### config.mk
export PLATFORM = sky130hd
export DESIGN_NAME = dcache_lsu
export DESIGN_NICKNAME = d
export VERILOG_FILES = /design/src/rtl/dcache_lsu_pkg.sv /design/src/rtl/dcache_lsu_lane.sv /design/src/rtl/dcache_lsu.sv
export SDC_FILE = /design/constraint.sdc
export NUM_CORES = 1
export LEC_CHECK = 0
export CORE_ASPECT_RATIO = 1.75
export CORE_UTILIZATION = 40
export DETAILED_ROUTE_END_ITERATION = 8
export GPL_TIMING_DRIVEN = 0
export PLACE_DENSITY = 0.67
export SYNTH_ARGS = -nofsm -noshare
export SYNTH_HDL_FRONTEND = slang
export SYNTH_SLANG_ARGS = --single-unit
### constraint.sdc
create_clock -name clk -period 6.1 [get_ports clk]
set_input_delay 1.22 -clock clk [delete_from_list [all_inputs] [get_ports clk]]
set_output_delay 1.22 -clock clk [all_outputs]
set_load 0.02 [all_outputs]
### src/rtl/dcache_lsu_pkg.sv
// Shared encodings, FSM states and helpers for the data-cache load/store unit.
package dcache_lsu_pkg;

  localparam logic [1:0] SZ_BYTE = 2'b00;
  localparam logic [1:0] SZ_HALF = 2'b01;
  localparam logic [1:0] SZ_WORD = 2'b10;

  typedef enum logic [2:0] {
    IDLE,
    RD,
    MRG,
    WR,
    FLUSH,
    HALTED
  } state_t;

  function automatic logic misaligned(input logic [1:0] size, input logic [1:0] off);
    return (size == 2'b11) ||
           ((size == SZ_HALF) && off[0]) ||
           ((size == SZ_WORD) && (off != 2'b00));
  endfunction

  // One counter serves both the miss wait and the flush hold.
  function automatic int cnt_width(input int miss, input int flush);
    return $clog2(((miss > flush) ? miss : flush) + 1);
  endfunction

endpackage

### src/rtl/dcache_lsu_lane.sv
// Big-endian byte/half lane handling: load extract+extend and store merge.
// Purely combinational, no latency and no flow control.
module dcache_lsu_lane
  import dcache_lsu_pkg::*;
(
  input  logic [31:0] load_word,
  input  logic [31:0] old_word,
  input  logic [31:0] wdata,
  input  logic [1:0]  off,
  input  logic [1:0]  size,
  input  logic        sgn,
  output logic [31:0] ldata,
  output logic [31:0] mdata
);

  logic [7:0]  lb;
  logic [15:0] lh;

  always_comb begin
    lb = 8'h00;
    case (off)
      2'd0:    lb = load_word[31:24];
      2'd1:    lb = load_word[23:16];
      2'd2:    lb = load_word[15:8];
      default: lb = load_word[7:0];
    endcase
    lh = off[1] ? load_word[15:0] : load_word[31:16];

    ldata = load_word;
    if (size == SZ_BYTE)
      ldata = {{24{sgn & lb[7]}}, lb};
    else if (size == SZ_HALF)
      ldata = {{16{sgn & lh[15]}}, lh};
  end

  always_comb begin
    mdata = old_word;
    if (size == SZ_BYTE) begin
      case (off)
        2'd0:    mdata[31:24] = wdata[7:0];
        2'd1:    mdata[23:16] = wdata[7:0];
        2'd2:    mdata[15:8]  = wdata[7:0];
        default: mdata[7:0]   = wdata[7:0];
      endcase
    end else if (size == SZ_HALF) begin
      if (off[1])
        mdata[15:0] = wdata[15:0];
      else
        mdata[31:16] = wdata[15:0];
    end else begin
      mdata = wdata;
    end
  end

endmodule

### src/rtl/dcache_lsu.sv
// Load/store unit in front of the data cache: one request at a time, hit 2 cycles, miss 2+MISS_CYCLES,
// sub-word store 4 (read-modify-write); req_ready low while busy, flushing, halted, or while halt is pending.
module dcache_lsu
  import dcache_lsu_pkg::*;
#(
  parameter int ADDR_W       = 32,
  parameter int DATA_W       = 32,
  parameter int MISS_CYCLES  = 4,
  parameter int FLUSH_CYCLES = 64
) (
  input  logic              clk,
  input  logic              rst_n,
  input  logic              req_valid,
  output logic              req_ready,
  input  logic              req_store,
  input  logic [1:0]        req_size,
  input  logic              req_signed,
  input  logic [ADDR_W-1:0] req_addr,
  input  logic [DATA_W-1:0] req_wdata,
  output logic              resp_valid,
  output logic [DATA_W-1:0] resp_rdata,
  output logic              resp_err,
  input  logic              halt,
  output logic              halted,
  output logic [ADDR_W-1:0] cache_addr,
  output logic              cache_rd,
  output logic              cache_wr,
  output logic [DATA_W-1:0] cache_wdata,
  input  logic [DATA_W-1:0] cache_rdata,
  input  logic              cache_hit,
  output logic              cache_flush
);

  localparam int CNT_W = cnt_width(MISS_CYCLES, FLUSH_CYCLES);

  state_t             state, state_n;
  logic [CNT_W-1:0]   cnt;
  logic               accept, bad, done;

  logic               store_q, sgn_q;
  logic [1:0]         size_q;
  logic [ADDR_W-1:0]  addr_q;
  logic [DATA_W-1:0]  wdata_q;
  logic [DATA_W-1:0]  data_q;
  logic [31:0]        ldata, mdata;

  dcache_lsu_lane u_lane (
    .load_word (cache_rdata),
    .old_word  (data_q),
    .wdata     (wdata_q),
    .off       (addr_q[1:0]),
    .size      (size_q),
    .sgn       (sgn_q),
    .ldata     (ldata),
    .mdata     (mdata)
  );

  assign cache_addr  = {addr_q[ADDR_W-1:2], 2'b00};
  assign cache_wdata = data_q;

  always_comb begin
    state_n     = state;
    req_ready   = 1'b0;
    cache_rd    = 1'b0;
    cache_wr    = 1'b0;
    cache_flush = 1'b0;
    halted      = 1'b0;
    accept      = 1'b0;
    bad         = misaligned(req_size, req_addr[1:0]);
    done        = cache_hit || (cnt == CNT_W'(MISS_CYCLES));
    case (state)
      IDLE: begin
        req_ready = !halt;
        if (halt) begin
          state_n = FLUSH;
        end else if (req_valid) begin
          accept = 1'b1;
          if (bad)
            state_n = IDLE;
          else if (req_store && (req_size == SZ_WORD))
            state_n = WR;
          else
            state_n = RD;
        end
      end
      RD: begin
        cache_rd = 1'b1;
        if (done) state_n = store_q ? MRG : IDLE;
      end
      MRG: state_n = WR;
      WR: begin
        cache_wr = 1'b1;
        if (done) state_n = IDLE;
      end
      FLUSH: begin
        cache_flush = 1'b1;
        if (cnt == CNT_W'(FLUSH_CYCLES - 1)) state_n = HALTED;
      end
      HALTED: begin
        cache_flush = 1'b1;
        halted      = 1'b1;
      end
      default: state_n = IDLE;
    endcase
  end

  always_ff @(posedge clk or negedge rst_n) begin
    if (!rst_n) begin
      state <= IDLE;
      cnt   <= '0;
    end else begin
      state <= state_n;
      // Counter restarts on every state change so each wait begins at zero.
      if (state_n != state)
        cnt <= '0;
      else if ((state == RD) || (state == WR) || (state == FLUSH))
        cnt <= cnt + 1'b1;
    end
  end

  always_ff @(posedge clk or negedge rst_n) begin
    if (!rst_n) begin
      store_q    <= 1'b0;
      sgn_q      <= 1'b0;
      size_q     <= 2'b00;
      addr_q     <= '0;
      wdata_q    <= '0;
      data_q     <= '0;
      resp_valid <= 1'b0;
      resp_err   <= 1'b0;
      resp_rdata <= '0;
    end else begin
      resp_valid <= 1'b0;
      resp_err   <= 1'b0;
      resp_rdata <= '0;
      if (accept) begin
        store_q <= req_store;
        sgn_q   <= req_signed;
        size_q  <= req_size;
        addr_q  <= req_addr;
        wdata_q <= req_wdata;
        data_q  <= req_wdata;
        if (bad) begin
          resp_valid <= 1'b1;
          resp_err   <= 1'b1;
        end
      end
      if ((state == RD) && done) begin
        data_q <= cache_rdata;
        if (!store_q) begin
          resp_valid <= 1'b1;
          resp_rdata <= ldata;
        end
      end
      if (state == MRG) data_q <= mdata;
      if ((state == WR) && done) resp_valid <= 1'b1;
    end
  end

endmodule

* Yosys cells after proc, flatten, opt, wreduce, memory -nomap -nowiden
Index checks and enable logic that the tools add are counted.
** Word-level totals
- Register bits after elaboration :: 144
- Input bits :: 105
- Output and inout bits :: 103
- Word-level logic and storage cells :: 101
** Cells by class
- $add $sub $neg :: 1
- Equality and inequality tests :: 20
- Muxes and demuxes :: 41
- Bitwise gates (word level) :: 2
- Reduce and logical (&&, ||, !) cells :: 23
** Operator list (count)
- two-way mux 32 bit :: 9
- two-way mux 16 bit :: 3
- two-way mux 8 bit :: 4
- one-hot mux 8 bit (3 select lines) :: 1
- one-hot mux 3 bit (6 select lines) :: 1
- two-way mux 3 bit :: 5
- two-way mux 7 bit :: 2
- two-way mux 1 bit :: 13
- != test 3 bit (second input constant) :: 4
- AND reduction 3 bit :: 4
- != test 4 x 3 -> 1 bit (second input constant) :: 2
- adder 7 x 1 -> 7 bit (second input constant) :: 1
- equality test 7 x 3 -> 1 bit (second input constant) :: 1
- equality test 7 x 6 -> 1 bit (second input constant) :: 1
- equality test 2 x 1 -> 1 bit (second input constant) :: 3
- equality test 2 bit (second input constant) :: 3
- equality test 3 x 2 -> 1 bit (second input constant) :: 2
- equality test 3 bit (second input constant) :: 2
- two-way mux 2 bit :: 3
- logical AND 1 bit :: 5
- logical OR 1 bit :: 5
- zero test 2 bit :: 2
- nonzero test 2 bit :: 2
- equality test 3 x 1 -> 1 bit (second input constant) :: 1
- 7 further kinds :: 8

* Depth between registers and ports, before layout
Gate-level depths: netlist (run 1).
- Depth after elaboration :: 10
- Gate-level depth with buffers :: 10
- Depth with buffers taken out :: 7

* By module
Synthesis (run 1) repeated with hierarchy kept, for this count alone.
** Second synthesis, totals
- Cells, all modules :: 821
- Area total of the unflattened synthesis :: 7632.3 µm²
** By module, submodules not included
- dcache_lsu :: instances 1, cells an instance 585, area an instance 6127.1 µm²
- dcache_lsu_lane :: instances 1, cells an instance 236, area an instance 1505.2 µm²

* Worst setup path after synthesis (run 1)
OpenSTA, ideal clock, no wires.
- Kind :: input to output
- From :: input halt
- To :: output req_ready
- Data arrival time :: 1.529 ns
- Required time :: 4.880 ns
- Setup slack :: 3.351 ns
- Stages :: 1
- Path buffers :: 0
- Cells stage by stage :: nor4_4
** On the way
- Cells in the longest elaborated chain, start to end :: 2
** RTL lines
- start: declaration :: line dcache_lsu.sv:23 : input logic halt,
- zero test 1 bit :: line dcache_lsu.sv:73 : req_ready = !halt;
- two-way mux 1 bit :: line dcache_lsu.sv:71 : case (state)
- end: declaration :: line dcache_lsu.sv:14 : output logic req_ready,
Every way passes these cells.

* Worst setup path after layout (run 1)
Same ends and word-level chain as after synthesis.

==> results of run 1 <==
## power breakdown
part	total (W)	internal (W)	switching, W
Sequential	0.00135	0.00118	0.000168
Combinational	0.00131	0.000651	0.000658
Clock	0.00114	0.000694	0.000442
## cell usage in the layout, fill, tap and decap left out, drive strengths merged, types with 2 or more instances in the layout
cell,count
a41oi,8
conb,2
bufinv,4
xor2,5
dfrtp,144
clkinv,5
buf,65
inv,35
a221oi,7
ha,2
diode,2
nand2b,5
nor2,41
nand2,58
o221ai,8
o22ai,31
and2b,2
clkdlybuf4s50,204
nor2b,3
nand3,11
o211ai,9
o21ai,11
a21oi,54
mux2i,26
nor3,18
or2,2
nand4,5
clkbuf,30
and3,2
a211oi,16
nor4,2
mux2,77
## worst reg2reg max path, stage by stage, from the launching register on
cell     delay [ns]
dfrtp_1        0.44
inv_1          0.08
ha_1           0.13
nor2b_1        0.29
a31oi_2        0.23
buf_2          0.24
buf_2          0.21
nor3_1         0.46
a21oi_1        0.07
o21ai_0        0.18
## registers in the layout, indices dropped and copies added (netlist names)
| register | count |
|---|---|
| cnt | 7 |
| cache_wdata | 32 |
| addr_q | 32 |
| state | 3 |
| resp_rdata | 32 |
| size_q | 2 |
| sgn_q | 1 |
| store_q | 1 |
| wdata_q | 32 |
| resp_valid | 1 |
| resp_err | 1 |
## stage by stage
step	util [%]	TNS [ns]	worst slack, ns
2_1_floorplan	-	0	3.351
3_3_place_gp	54.37	-318.43	-2.223
3_5_place_dp	54.54	0	2.287
4_1_cts	58.13	0	2.277
5_1_grt	58.16	0	2.240
6_report	58.16	0	2.273
## final cells by class
cell class	instances	area, um2	area share, %
inverter	31	117.6	1.148
buffer	75	478.0	4.665
multi-input combinational	421	3039	29.66
sequential	144	3603	35.17
timing repair buffer	206	2081	20.31
tap	231	289.0	2.821
clock buffer	18	429.2	4.189
clock inverter	14	203.9	1.990
antenna	2	5.005	0.04885
## logic make-up (layout without fill, tap and decap cells)
group	Yosys count	in the layout	synth area share [%]
simple gates	154	154	10.31
compound gates	153	153	14.63
flops	144	144	49.81
buf+inv	106	344	8.232
mux	104	104	15.89
xor+xnor	6	6	0.7264
fa+ha+maj	2	2	0.3458
other cells	1	4	0.05184
## worst paths after layout
path                                      start               to  slack (ns)  cells past startpoint
worst max-delay path                       halt        req_ready        2.27                      3
worst min-delay path            cache_wdata[23]  cache_wdata[23]        0.49                      2
worst max register to register           cnt[0]   cache_wdata[9]        3.68                      9
worst min register to register  cache_wdata[23]  cache_wdata[23]        0.49                      2
max in group asynchronous                 rst_n   resp_rdata[16]        4.51                      2
min in group asynchronous                 rst_n         state[2]        0.78                      1
## routing by layer
metal	GRT usage [%]	vias up	share of wire [%]
met5	0	-	0
met4	15.94	0	5.6
met3	4.859	67	5.1
met2	46.28	272	54
met1	26.88	3033	35
li1	-	2808	-
==> summary by stage, run 1 <==
Power and ir drop
IR analysis of the VDD net gives a maximum drop of 201.7 uV. The analysis attributes to cell leakage a power of 4.476 nW. In this run the power density over the cells is 370.5 mW/mm2. The design draws 0.003796 W.

Global routing
The remaining global-route overflow is 0. The pin count of the biggest net entering global routing is 82. The first global-routing pass estimated 35.76 mm of wire. The overall fraction of global-route tracks in use is 25.50%. The number of global-route vias before repair was 6280. The initial antenna violation count is 2.

Timing
The routed design could run at a clock period as short as 3.827 ns. Between clock sinks in the finished design, the worst skew comes to 0.01509 ns. The top achievable clock speed is 261.3 MHz.

The worst pin sits at a relative slew slack of 54.33%. The final setup violation count is 0. Setup repair after global routing left no endpoint under its margin. The transition time at the pin with the least slew margin is 0.6850 ns. Dividing the final minimum period by the clock period gives 62.74%. Across all hold checks on the routed design, the worst slack comes to 0.4901 ns.

The number of endpoints with negative hold slack in the final report is 0. The final number of max-transition violations is 0.

Synth
The share of synthesized area in the top cell type comes to 49.81%. The post-synth design cell area is 0.007234 mm2. The share of flip-flops with an asynchronous set or reset after synthesis is 100.0%. Of the synthesized area, sequential elements account for 49.81%. The average cell area after synthesis is 10.80 um2. The commonest cells after synthesis are dfrtp_1 (144), mux2_2 (76), nand2_1 (56), a21oi_1 (51), nor2_1 (41). Yosys attributes the largest share of cell area to dfrtp_1 (50%), mux2_2 (12%), buf_4 (3.6%), mux2i_1 (3.6%), a21oi_1 (3.5%). dfrtp_1 takes more of the synthesized area than any other cell. Among all flip-flop cells after synthesis, the most frequent one is dfrtp_1. In this run, synthesis inferred 0 flip-flops with an integrated enable. The distinct cell type count of the synthesized netlist is 61. In the post-synthesis netlist, the cell with the most instances is dfrtp_1. The number of warnings issued by yosys is 0. The cell count after synthesis came out at 670. After synthesis the netlist holds a flip-flop and latch count of 144.

Die
The floorplan die height is 179.9 um. The total core area is 0.01762 mm2. The floorplan step set the die width to 103.7 um. In this run the core area contains 64 standard-cell rows.

The area enclosed by the die boundary is 0.01865 mm2. The initial utilization of the core area, before any placement, comes to 41.07%. 208 I/O pins were placed.

Critical path
STA puts the critical path data arrival time at 2.61 ns. The sum of buffers and inverters on the critical path is 2. The category of the worst setup path capture point is an output pin. STA classifies the critical path startpoint as an input port. Data on the critical path is required at its endpoint by 4.88 ns.

The family with the most delay on the worst path is buffers and inverters. Of all nets on the critical path, the largest fanout is 4. On the worst path, the slowest cell contributes a delay of 0.66 ns.

The type of the worst setup path is input port to output pin. The signal on the critical path passes through clkdlybuf4s50_1, nor4_4, clkdlybuf4s50_1. The cell repeated most along the worst path is clkdlybuf4s50_1. The slowest stage of the critical path belongs to the cell clkdlybuf4s50_1.

Cells and area
The layout has 1560 filler cells. The share of post-route cells with drive strength above 1 is 20.90%. The final design instance area without fill is 0.01025 mm2. The final cell count without fillers is 1142. The area growth from synthesis to layout is 41.63%. The net count of the finished layout is 1003.

Drt
After detailed routing, the total wire length is 23.18 mm. The first-pass iteration count of the detailed router is 5. The detailed router placed 6180 vias in this run.

The final routed wire length divided by cell count is 20.30 um. The count of nets left with antenna violations after detail routing is 0. The final routed DRC violation total is 0. Dividing the detail-routed via count by the number of cells gives 5.412.

The detailed router finished its first iteration with 378 violations.

Clocking
The CTS buffer count is 17. The source-to-sink clock delay at the later pin of the worst-skew pair is 0.43 ns. TritonCTS built the clock tree.

The H-tree generated during clock tree synthesis spans 4 levels. The number of sinks handled by clock tree synthesis is 144. The count of hold buffers inserted by post-cts repair is 0. The clock passes through at most 2 buffers. Post-CTS timing repair inserted 0 buffers for setup. The register clock-pin slew on the reported worst setup and hold paths is 0.06 ns. Post-CTS repair changed the size of 0 cells.

The master cell of the clock root buffer is clkbuf_16.

Placement
The count of input and output buffers is 205. The count of placed standard cells including taps is 1108. The half-perimeter wire length after placement is 17.91 mm. Summing all placed instances gives a cell area of 0.009608 mm2. Routability-driven placement finished with a final weighted congestion of 0.9588.

Min path
The worst hold path class is register to register.

Flow run
The number of max-cap violations is 0.

Status
The run finished with clean final reports.
Power figures use the tool's default switching activity.
==> run 2: changes to the inputs <==
==> constraint.sdc (replaced) <==
create_clock -name clk -period 3.7 [get_ports clk]
set_input_delay 0.74 -clock clk [delete_from_list [all_inputs] [get_ports clk]]
set_output_delay 0.74 -clock clk [all_outputs]
set_load 0.02 [all_outputs]
==> results of run 2 <==
Same layout as run 1 (identical final DEF). Status: completed.
Among the figures that moved: setup slack after placement 2.287 ns -> 0.7866 ns; clock-pin slew on the worst setup and hold paths 0.06 ns -> 0.07 ns; setup slack after layout 2.273 ns -> 0.8326 ns; hold slack 0.4901 ns -> 0.2957 ns; register-to-register setup slack 3.68 ns -> 1.28 ns; total power 0.003796 W -> 0.006259 W; worst IR drop on VDD 201.7 uV -> 332.6 uV
